===== config.mk =====
export PLATFORM = sky130hd
export DESIGN_NAME = idct_mac_accumulator_flat
export DESIGN_NICKNAME = d
export VERILOG_FILES = /design/src/rtl/idct_mac_accumulator_if.sv /design/src/rtl/idct_mac_accumulator.sv /design/src/flat_wrapper.sv
export SDC_FILE = /design/constraint.sdc
export NUM_CORES = 1
export LEC_CHECK = 0
export ABC_AREA = 1
export ABC_CLOCK_PERIOD_IN_PS = 10500
export BUFFER_PORTS_ARGS = -buffer_cell sky130_fd_sc_hd__buf_2
export CAP_MARGIN = 20
export CORE_MARGIN = 2
export CORE_UTILIZATION = 55
export CTS_BUF_LIST = sky130_fd_sc_hd__clkbuf_8
export DETAILED_ROUTE_END_ITERATION = 10
export PLACE_DENSITY = 0.74
export SYNTH_ARGS = -nofsm -noshare
export SYNTH_HDL_FRONTEND = slang
export SYNTH_SLANG_ARGS = --single-unit

===== constraint.sdc =====
create_clock -name clk -period 10.5 [get_ports clk]
set_input_delay 1.575 -clock clk [delete_from_list [all_inputs] [get_ports clk]]
set_output_delay 1.575 -clock clk [all_outputs]
set_load 0.01 [all_outputs]

===== src/rtl/idct_mac_accumulator_if.sv =====
// Product-in / result-out handshake bundle for the IDCT MAC accumulator.
interface idct_mac_accumulator_if #(
    parameter int OUT_WIDTH = 16
);
    logic [2:0]           state;
    logic [31:0]          P;
    logic                 p_valid;
    logic                 p_ready;
    logic                 flush;
    logic [OUT_WIDTH-1:0] out_data;
    logic [5:0]           out_idx;
    logic                 out_last;
    logic                 out_valid;
    logic                 out_ready;
    logic                 sat_sticky;

    modport master (
        output state, P, p_valid, flush, out_ready,
        input  p_ready, out_data, out_idx, out_last, out_valid, sat_sticky
    );

    modport slave (
        input  state, P, p_valid, flush, out_ready,
        output p_ready, out_data, out_idx, out_last, out_valid, sat_sticky
    );
endinterface


===== src/rtl/idct_mac_accumulator.sv =====
// Sums groups of TAPS products, applies pass-dependent rounding/shift/saturation
// and queues index-tagged results in a 2-entry output buffer.
module idct_mac_accumulator #(
    parameter int TAPS      = 8,
    parameter int ACC_WIDTH = 40,
    parameter int OUT_WIDTH = 16,
    parameter int ROW_SHIFT = 3,
    parameter int COL_SHIFT = 6
) (
    input  logic                  clk,
    input  logic                  rstN,
    idct_mac_accumulator_if.slave bus
);
    localparam int TAP_W = $clog2(TAPS);
    localparam int EXT_W = ACC_WIDTH + 1;
    localparam int ENT_W = OUT_WIDTH + 7;
    localparam logic [TAP_W-1:0] LAST_TAP = TAP_W'(TAPS - 1);
    localparam logic signed [EXT_W-1:0] ROW_HALF = EXT_W'(64'sd1 <<< (ROW_SHIFT - 1));
    localparam logic signed [EXT_W-1:0] COL_HALF = EXT_W'(64'sd1 <<< (COL_SHIFT - 1));
    localparam logic signed [EXT_W-1:0] OUT_MAX  = EXT_W'((64'sd1 <<< (OUT_WIDTH - 1)) - 64'sd1);
    localparam logic signed [EXT_W-1:0] OUT_MIN  = EXT_W'(-(64'sd1 <<< (OUT_WIDTH - 1)));

    // Returns {saturated_flag, clamped_value}.
    function automatic logic [OUT_WIDTH:0] saturate_f(input logic signed [EXT_W-1:0] v);
        logic [OUT_WIDTH:0] res;
        if (v > OUT_MAX) begin
            res = {1'b1, OUT_MAX[OUT_WIDTH-1:0]};
        end else if (v < OUT_MIN) begin
            res = {1'b1, OUT_MIN[OUT_WIDTH-1:0]};
        end else begin
            res = {1'b0, v[OUT_WIDTH-1:0]};
        end
        return res;
    endfunction

    logic [TAP_W-1:0]            tap_cnt_r, tap_cnt_n;
    logic signed [ACC_WIDTH-1:0] acc_r, acc_n;
    logic                        pass_r, pass_n;
    logic [5:0]                  idx_cnt_r, idx_cnt_n;
    logic [1:0]                  buf_count_r, buf_count_n;
    logic [ENT_W-1:0]            head_r, head_n, tail_r, tail_n;
    logic                        out_valid_r, out_valid_n;
    logic                        p_ready_r, p_ready_n;
    logic                        sat_sticky_r, sat_sticky_n;

    logic                        accept_s, push_s, pop_s;
    logic signed [ACC_WIDTH-1:0] psext_s, sum_s;
    logic signed [EXT_W-1:0]     sum_ext_s, rounded_s;
    logic [OUT_WIDTH:0]          sat_res_s;
    logic [ENT_W-1:0]            entry_s;

    assign accept_s  = bus.p_valid && p_ready_r && !bus.flush;
    assign push_s    = accept_s && (tap_cnt_r == LAST_TAP);
    assign pop_s     = out_valid_r && bus.out_ready;
    assign psext_s   = ACC_WIDTH'($signed(bus.P));
    assign sum_s     = acc_r + psext_s;
    assign sum_ext_s = EXT_W'(sum_s);
    assign sat_res_s = saturate_f(rounded_s);
    assign entry_s   = {sat_res_s[OUT_WIDTH-1:0], idx_cnt_r, (idx_cnt_r == 6'd63)};

    // Round-half-up and arithmetic shift of the completed group sum.
    always_comb begin
        rounded_s = '0;
        if (pass_r) begin
            rounded_s = (sum_ext_s + ROW_HALF) >>> ROW_SHIFT;
        end else begin
            rounded_s = (sum_ext_s + COL_HALF) >>> COL_SHIFT;
        end
    end

    // Next-state for the accumulator, tap/index counters and output buffer.
    always_comb begin
        tap_cnt_n    = tap_cnt_r;
        acc_n        = acc_r;
        pass_n       = pass_r;
        idx_cnt_n    = idx_cnt_r;
        buf_count_n  = buf_count_r;
        head_n       = head_r;
        tail_n       = tail_r;
        sat_sticky_n = sat_sticky_r | (push_s & sat_res_s[OUT_WIDTH]);

        if (bus.flush) begin
            tap_cnt_n = '0;
            acc_n     = '0;
        end else if (accept_s) begin
            if (tap_cnt_r == '0) begin
                acc_n  = psext_s;
                pass_n = (bus.state == 3'b010);
            end else begin
                acc_n  = sum_s;
            end
            if (tap_cnt_r == LAST_TAP) begin
                tap_cnt_n = '0;
                idx_cnt_n = idx_cnt_r + 6'd1;
            end else begin
                tap_cnt_n = tap_cnt_r + TAP_W'(1);
            end
        end else begin
            tap_cnt_n = tap_cnt_r;
        end

        // Push with a full buffer cannot happen: p_ready holds the final tap off.
        case (buf_count_r)
            2'd0: begin
                if (push_s) begin
                    head_n      = entry_s;
                    buf_count_n = 2'd1;
                end else begin
                    buf_count_n = 2'd0;
                end
            end
            2'd1: begin
                case ({push_s, pop_s})
                    2'b11:   head_n = entry_s;
                    2'b10: begin
                        tail_n      = entry_s;
                        buf_count_n = 2'd2;
                    end
                    2'b01:   buf_count_n = 2'd0;
                    default: buf_count_n = 2'd1;
                endcase
            end
            2'd2: begin
                if (pop_s) begin
                    head_n      = tail_r;
                    buf_count_n = 2'd1;
                end else begin
                    buf_count_n = 2'd2;
                end
            end
            default: buf_count_n = 2'd0;
        endcase

        out_valid_n = (buf_count_n != 2'd0);
        p_ready_n   = (tap_cnt_n != LAST_TAP) || (buf_count_n < 2'd2);
    end

    // State registers with asynchronous active-low reset.
    always_ff @(posedge clk or negedge rstN) begin
        if (!rstN) begin
            tap_cnt_r    <= '0;
            acc_r        <= '0;
            pass_r       <= 1'b0;
            idx_cnt_r    <= 6'd0;
            buf_count_r  <= 2'd0;
            head_r       <= '0;
            tail_r       <= '0;
            out_valid_r  <= 1'b0;
            p_ready_r    <= 1'b1;
            sat_sticky_r <= 1'b0;
        end else begin
            tap_cnt_r    <= tap_cnt_n;
            acc_r        <= acc_n;
            pass_r       <= pass_n;
            idx_cnt_r    <= idx_cnt_n;
            buf_count_r  <= buf_count_n;
            head_r       <= head_n;
            tail_r       <= tail_n;
            out_valid_r  <= out_valid_n;
            p_ready_r    <= p_ready_n;
            sat_sticky_r <= sat_sticky_n;
        end
    end

    assign bus.out_data   = head_r[ENT_W-1 -: OUT_WIDTH];
    assign bus.out_idx    = head_r[6:1];
    assign bus.out_last   = head_r[0];
    assign bus.out_valid  = out_valid_r;
    assign bus.p_ready    = p_ready_r;
    assign bus.sat_sticky = sat_sticky_r;
endmodule


===== src/flat_wrapper.sv =====
// flat-port wrapper written by rule: the top's interface ports become plain ports
module idct_mac_accumulator_flat 
#(
    parameter int TAPS      = 8,
    parameter int ACC_WIDTH = 40,
    parameter int OUT_WIDTH = 16,
    parameter int ROW_SHIFT = 3,
    parameter int COL_SHIFT = 6
)
  (clk, rstN, bus_state, bus_P, bus_p_valid, bus_flush, bus_out_ready, bus_p_ready, bus_out_data, bus_out_idx, bus_out_last, bus_out_valid, bus_sat_sticky);
  idct_mac_accumulator_if #(.OUT_WIDTH(OUT_WIDTH)) bus_i ();
  input  logic clk;
  input  logic rstN;
  input wire logic [$bits(bus_i.state)-1:0] bus_state;
  input wire logic [$bits(bus_i.P)-1:0] bus_P;
  input wire logic [$bits(bus_i.p_valid)-1:0] bus_p_valid;
  input wire logic [$bits(bus_i.flush)-1:0] bus_flush;
  input wire logic [$bits(bus_i.out_ready)-1:0] bus_out_ready;
  output wire logic [$bits(bus_i.p_ready)-1:0] bus_p_ready;
  output wire logic [$bits(bus_i.out_data)-1:0] bus_out_data;
  output wire logic [$bits(bus_i.out_idx)-1:0] bus_out_idx;
  output wire logic [$bits(bus_i.out_last)-1:0] bus_out_last;
  output wire logic [$bits(bus_i.out_valid)-1:0] bus_out_valid;
  output wire logic [$bits(bus_i.sat_sticky)-1:0] bus_sat_sticky;
  assign bus_i.state = bus_state;
  assign bus_i.P = bus_P;
  assign bus_i.p_valid = bus_p_valid;
  assign bus_i.flush = bus_flush;
  assign bus_i.out_ready = bus_out_ready;
  assign bus_p_ready = bus_i.p_ready;
  assign bus_out_data = bus_i.out_data;
  assign bus_out_idx = bus_i.out_idx;
  assign bus_out_last = bus_i.out_last;
  assign bus_out_valid = bus_i.out_valid;
  assign bus_sat_sticky = bus_i.sat_sticky;
  idct_mac_accumulator #(.TAPS(TAPS), .ACC_WIDTH(ACC_WIDTH), .OUT_WIDTH(OUT_WIDTH), .ROW_SHIFT(ROW_SHIFT), .COL_SHIFT(COL_SHIFT)) u_core (.clk(clk), .rstN(rstN), .bus(bus_i));
endmodule

Word level (Yosys, flattened, before mapping)
Index checks and enable logic that the tools add are counted.

Register bits after elaboration: 101. Input port bits: 40. Word-level logic and storage cells: 65.

$add $sub $neg: 5. Magnitude comparators: 3. Equal/unequal tests: 12. Multiplexer cells: 17. Bitwise logic cells: 3. Reductions and logical operators: 15.

Operators by type and width (count): two-way mux 40 bit (3); two-way mux 23 bit (3); case mux 23 bit (3 select lines) (1); adder 40 x 4 -> 41 bit (second input constant) (1); adder 40 x 7 -> 41 bit (second input constant) (1); > comparator 41 x 16 -> 1 bit (second input constant) (1); less-than comparator 41 x 16 -> 1 bit (second input constant) (1); two-way mux 41 bit (1); adder 40 x 32 -> 40 bit (1); two-way mux 17 bit (2); case mux 2 bit (3 select lines) (2); two-way mux 3 bit (3); adder 6 x 1 -> 6 bit (second input constant) (1); == test 2 bit (second input constant) (3); == test 6 bit (second input constant) (1); AND reduction 3 bit (2); == test 2 x 1 -> 1 bit (second input constant) (2); logical AND 1 bit (4); inequality test 2 x 1 -> 1 bit (second input constant) (2); AND reduction 4 bit (1); nonzero test 2 bit (2); adder 3 x 1 -> 3 bit (second input constant) (1); == test 3 x 2 -> 1 bit (second input constant) (1); == test 3 bit (second input constant) (1); other kinds (14) (14).

Depth between registers and ports, before layout
Word-level depth: 8. Gate-level depth with buffers: 32. Depth with buffers taken out: 31.

Worst setup path before layout
No wires, ideal clock.

Kind: input -> register. Start point: input bus_P[0]. End point: register u_core.sat_sticky_r (netlist: u_core.bus.sat_sticky). Library setup time: 0.118 ns. Arrival time: 4.813 ns. Slack: 5.569 ns. Stages on the path: 27. Path buffers: 1. Path through: ha_1 -> inv_1 -> fa_1 -> nor2_1 -> nand3_1 -> nand3_2 -> xor2_2 -> ha_1 -> nand3_2 -> nor2_4 -> nand2_2 -> nor2_4 -> nand3_2 -> nor2_4 -> nand2_1 -> nand2_1 -> nand3_1 -> nand2_1 -> inv_1 -> nor2_1 -> nand2_1 -> nor2_2 -> nand3_2 -> nand2_4 -> buf_12 -> nand2_1 -> a21o_1.

Word-level cells in the longest chain between the ends: 8. Elaborated cells on any way between the ends: 10. Those cells by class: add/sub: 3; order compare: 2; mux: 3; bitwise: 2.

RTL lines: start: declaration (line flat_wrapper.sv:15) `input wire logic [$bits(bus_i.P)-1:0] bus_P;`; adder 40 x 32 -> 40 bit * (line idct_mac_accumulator.sv:56) `assign sum_s = acc_r + psext_s;`; adder 40 x 7 -> 41 bit or adder 40 x 4 -> 41 bit (tied branches) (line idct_mac_accumulator.sv:67, idct_mac_accumulator.sv:65); two-way mux 41 bit * (line idct_mac_accumulator.sv:64) `if (pass_r) begin`; less-than comparator 41 x 16 -> 1 bit (line idct_mac_accumulator.sv:28) `end else if (v < OUT_MIN) begin`; two-way mux 17 bit (line idct_mac_accumulator.sv:28); two-way mux 17 bit * (line idct_mac_accumulator.sv:26) `if (v > OUT_MAX) begin`; bitwise AND 1 bit * (line idct_mac_accumulator.sv:80) `sat_sticky_n = sat_sticky_r | (push_s & sat_res_s[OUT_WIDTH]);`; bitwise OR 1 bit * (line idct_mac_accumulator.sv:80); named net u_core.sat_sticky_n (line idct_mac_accumulator.sv:44) `logic sat_sticky_r, sat_sticky_n;`; end signal: assignment (line idct_mac_accumulator.sv:161) `sat_sticky_r <= sat_sticky_n;`; end: declaration (line idct_mac_accumulator.sv:44).

Mark *: on every way through the listed nets, which the timed path passes. The rest lies on a longest branch. A chain may end at the register's enable or synchronous reset.

Worst setup path after layout
Start point: input bus_P[0]. End point: register u_core.head_r[10].

Word-level cells in the longest chain between the ends: 8. Elaborated cells on any way between the ends: 11. Those cells by class: add/sub: 3; order compare: 2; mux: 6.

RTL lines: adder 40 x 32 -> 40 bit * (line idct_mac_accumulator.sv:56); adder 40 x 7 -> 41 bit or adder 40 x 4 -> 41 bit (tied branches) (line idct_mac_accumulator.sv:67, idct_mac_accumulator.sv:65); two-way mux 41 bit * (line idct_mac_accumulator.sv:64); less-than comparator 41 x 16 -> 1 bit (line idct_mac_accumulator.sv:28); two-way mux 17 bit (line idct_mac_accumulator.sv:28); two-way mux 17 bit * (line idct_mac_accumulator.sv:26); two-way mux 23 bit (on tied branches) (line idct_mac_accumulator.sv:113, idct_mac_accumulator.sv:105); case mux 23 bit (3 select lines) * (line idct_mac_accumulator.sv:103) `case (buf_count_r)`; end signal: assignment (line idct_mac_accumulator.sv:157) `head_r <= head_n;`; end: declaration (line idct_mac_accumulator.sv:41) `logic [ENT_W-1:0] head_r, head_n, tail_r, tail_n;`.

Every way passes the cells marked *; elsewhere a longest branch is shown, timed or not. The select of a mux whose other input is x is not followed.

==> flow_metrics.env <==
export IMPL_seq_power_share=0.278
export IMPL_dpl_hpwl_mm=28.9
export IMPL_fin_skew_ns=0.0282
export IMPL_ios=66
export IMPL_ys_flop_type="dfrtp_1"
export IMPL_met2_usage=0.576
export IMPL_fin_setup_tns_ns=0
export IMPL_p_total_mw=1.77
export IMPL_maxCapViolCount=0
export IMPL_cp_startpoint="bus_P[0]"
export IMPL_synth_largest_area_cell="nand2_1"
export IMPL_cp_top_family="simple AND/OR/NAND/NOR gates"
export IMPL_hold_start="u_core.head_r[14]"
export IMPL_cp_start_kind="input port"
export IMPL_synth_edff_count=0
export IMPL_maxSlewViolCount=0
export IMPL_synth_area_top_cells="nand2_1, dfrtp_1, nand3_1"
export IMPL_cp_common_cell="nand3_1"
export IMPL_clk_pin_slew_ns=0.12
export IMPL_wl_mm=35.8
export IMPL_cp_slowest_stage_delay_ns=0.74
export IMPL_p_clk_frac=0.156
export IMPL_gp_congestion=1.05
export IMPL_syn_num_nets=1897
export IMPL_avgSynthCellArea_um2=5.86
export IMPL_cts_tree="built"
export IMPL_via_per_inst=5.57
export IMPL_ys_types=46
export IMPL_timing_final_crit_share=0.589
export IMPL_die_area_um2=20400
export IMPL_port_buffers=65
export IMPL_die_h_um=143
export IMPL_post_route_min_period_ns=6.19
export IMPL_cts_made_buffers=9
export IMPL_yosysWarnings=0
export IMPL_p_sw_frac=0.522
export IMPL_drive_gt1_frac=0.111
export IMPL_p_int_uw=845
export IMPL_hold_violations=0
export IMPL_drtIter0Drc=1124
export IMPL_slowest_stage="nand2_1"
export IMPL_met3_usage=0.0805
export IMPL_outcome="finished clean"
export IMPL_required_ns=10.81
export IMPL_synth_seq_cells=101
export IMPL_routedWlPerCell_um=16.8
export IMPL_n_fill_cell=1905
export IMPL_drtPass1Iterations=6
export IMPL_cts_htree_levels=3
export IMPL_rr_startpoint="u_core.acc_r[0]"
export IMPL_end_kind="flop"
export IMPL_core_region_area_um2=18800
export IMPL_reg2reg_slack_ns=5.15
export IMPL_num_vias=11900
export IMPL_grt_use_total=0.361
export IMPL_ys_seq_area_frac=0.238
export IMPL_yosys_area_top_type_share=0.246
export IMPL_path_buf_inv=2
export IMPL_rsz0062_at_grt="false"
export IMPL_grt_start_max_net_pins=54
export IMPL_antenna_found_initial=0
export IMPL_drc=0
export IMPL_row_count=50
export IMPL_synth_cells=1809
export IMPL_grt_busiest_layer="met2"
export IMPL_syn_to_final_growth_pct=8.04
export IMPL_cts_hold_buffers_added=0
export IMPL_async_flop_share=1.00
export IMPL_comb_power_share=0.566
export IMPL_hold_path_class="reg2reg"
export IMPL_ant_nets=0
export IMPL_first_global_vias=10900
export IMPL_max_slew_margin=0.336
export IMPL_setup_viol=0
export IMPL_clockBufferDepth=2
export IMPL_grt_overflow=0
export IMPL_worstMarginPinSlew_ns=0.994
export IMPL_arrival_ns=6.50
export IMPL_die_width_um=143
export IMPL_worstSetupPathType="in2reg"
export IMPL_crit_path_cell_trace="buf_2 -> ha_1 -> inv_1 -> fa_1 -> nor2_1 -> nand3_1 -> nand3_2 -> xor2_2 -> ha_1 -> nand3_2 -> nor2_1 -> nand3_1 -> nor2_1 -> nand3_1 -> o21ai_0 -> nand3_1 -> nand2_1 -> nand4_1 -> nor2_1 -> nand3_1 -> nand2_1 -> nand3_1 -> nand2_1 -> nand2_1"
export IMPL_post_cts_setup_buffer_count=0
export IMPL_dpl_worst_slack_ns=4.00
export IMPL_crit_fanout=31
export IMPL_clockRootBuffer="clkbuf_8"
export IMPL_worstSkewPairLatency_ns=0.42
export IMPL_initial_core_util=0.563
export IMPL_cts_sinks=101
export IMPL_p_leak_nw=6.16
export IMPL_finalWorstSetupSlack_ns=4.31
export IMPL_synth_cell_area_um2=10600
export IMPL_p_per_area_nw_per_um2=154
export IMPL_p_switching_uw=922
export IMPL_fmax_ghz=0.162
export IMPL_grt_pass1_wl_mm=57.4
export IMPL_grtUsageMet1=0.489
export IMPL_peakVddDrop_v=0.000111
export IMPL_post_cts_resized=0
export IMPL_nets=1950
[through the flow]
stage	cell area (um^2)	hold WS, ns	utilization	instances
floorplan	10600	0.448	-	1809
global placement	11200	0.460	0.593	2108
detailed placement	11200	0.464	0.593	2108
CTS	11400	0.495	0.604	2124
global route	11500	0.503	0.608	2127
finish	11500	0.491	0.609	2128
[worst register-to-register path: cells and delay by family (launching register included)]
family,cells,cell delay [ns]
and+or+nand+nor,17,3.08
adders and majority gates,3,1.18
DFF,1,0.39
xor gates and xnor gates,1,0.30
AOI/OAI and AO/OA,1,0.19
buffers and inverters,1,0.10
[path summary, 6_finish.rpt]
path                                     endpoint  cells past startpoint
worst max-delay path            u_core.head_r[10]                     24
worst min-delay path            u_core.head_r[14]                      2
worst max register to register  u_core.head_r[10]                     23
worst min register to register  u_core.head_r[14]                      2
max in group asynchronous        u_core.tail_r[9]                      2
min in group asynchronous        u_core.acc_r[17]                      1
[metal layers]
layer,vias to the layer above,routed length (um)
met5,-,0
met4,0,1020
met3,69,2860
met2,478,15900
met1,5413,16000
li1,5892,-
[power groups by stage]
stage	logic, mW	registers [mW]	clock network (mW)
5_1_grt	1.11	0.498	0.294
4_1_cts	0.974	0.491	0.281
3_5_place_dp	0.970	0.496	0
6_report	1.00	0.491	0.276
3_3_place_gp	0.962	0.497	0
2_1_floorplan	0.654	0.514	0
[sequential cells by signal, summed over array words and instances, names as in the netlist]
name,flops
u_core.tail_r,23
u_core.idx_cnt_r,6
u_core.bus.sat_sticky,1
u_core.acc_r,40
u_core.head_r,23
u_core.buf_count_r,2
u_core.pass_r,1
u_core.bus.out_valid,1
u_core.tap_cnt_r,3
u_core.bus.p_ready,1
[cells in the mapped netlist (2+ instances only)]
master,number
a21o_1,2
a21oi_1,58
a21oi_2,2
a31oi_1,9
buf_1,2
buf_2,5
buf_4,3
clkbuf_1,22
clkinv_1,5
dfrtp_1,100
ha_1,47
inv_1,230
inv_2,18
nand2_1,694
nand2_2,34
nand2_4,2
nand3_1,183
nand3_2,11
nand4_1,41
nor2_1,142
nor2_2,26
nor2_4,13
nor3_1,11
nor4_1,3
o211ai_1,29
o21ai_0,56
o21ai_1,24
o21ai_2,2
o21bai_1,4
xnor2_1,4
xor2_1,11
xor2_2,2
[area by class of cell]
cell class / count / area (um^2) / area share
clock inverter: 7 / 91.3 / 0.00797
tap: 260 / 325 / 0.0284
inverter: 253 / 950 / 0.0829
sequential: 101 / 2530 / 0.221
antenna: 1 / 2.50 / 0.000218
multi-input combinational: 1422 / 6980 / 0.609
timing repair buffer: 75 / 463 / 0.0404
clock buffer: 9 / 124 / 0.0108
[logic make-up after synthesis]
| family | Yosys count | share of synthesized area |
|---|---|---|
| AO/OA/AOI/OAI | 194 | 0.106 |
| XOR/XNOR | 17 | 0.0155 |
| adder cells (fa/ha/maj) | 48 | 0.0573 |
| buffers and inverters | 286 | 0.104 |
| flip-flops | 101 | 0.238 |
| AND/OR/NAND/NOR | 1163 | 0.479 |
[cells in the final DEF (no fill, tap or decap), types with 29 or more instances in the layout]
| cell | instances |
|---|---|
| buf_2 | 64 |
| nor2_1 | 140 |
| ha_1 | 47 |
| o211ai_1 | 29 |
| o21ai_0 | 56 |
| nand2_1 | 694 |
| nand4_1 | 41 |
| nand3_1 | 183 |
| a21oi_1 | 58 |
| nand2_2 | 34 |
| inv_1 | 230 |
| dfrtp_1 | 100 |
Note: power is estimated with default switching activity, not from simulation.
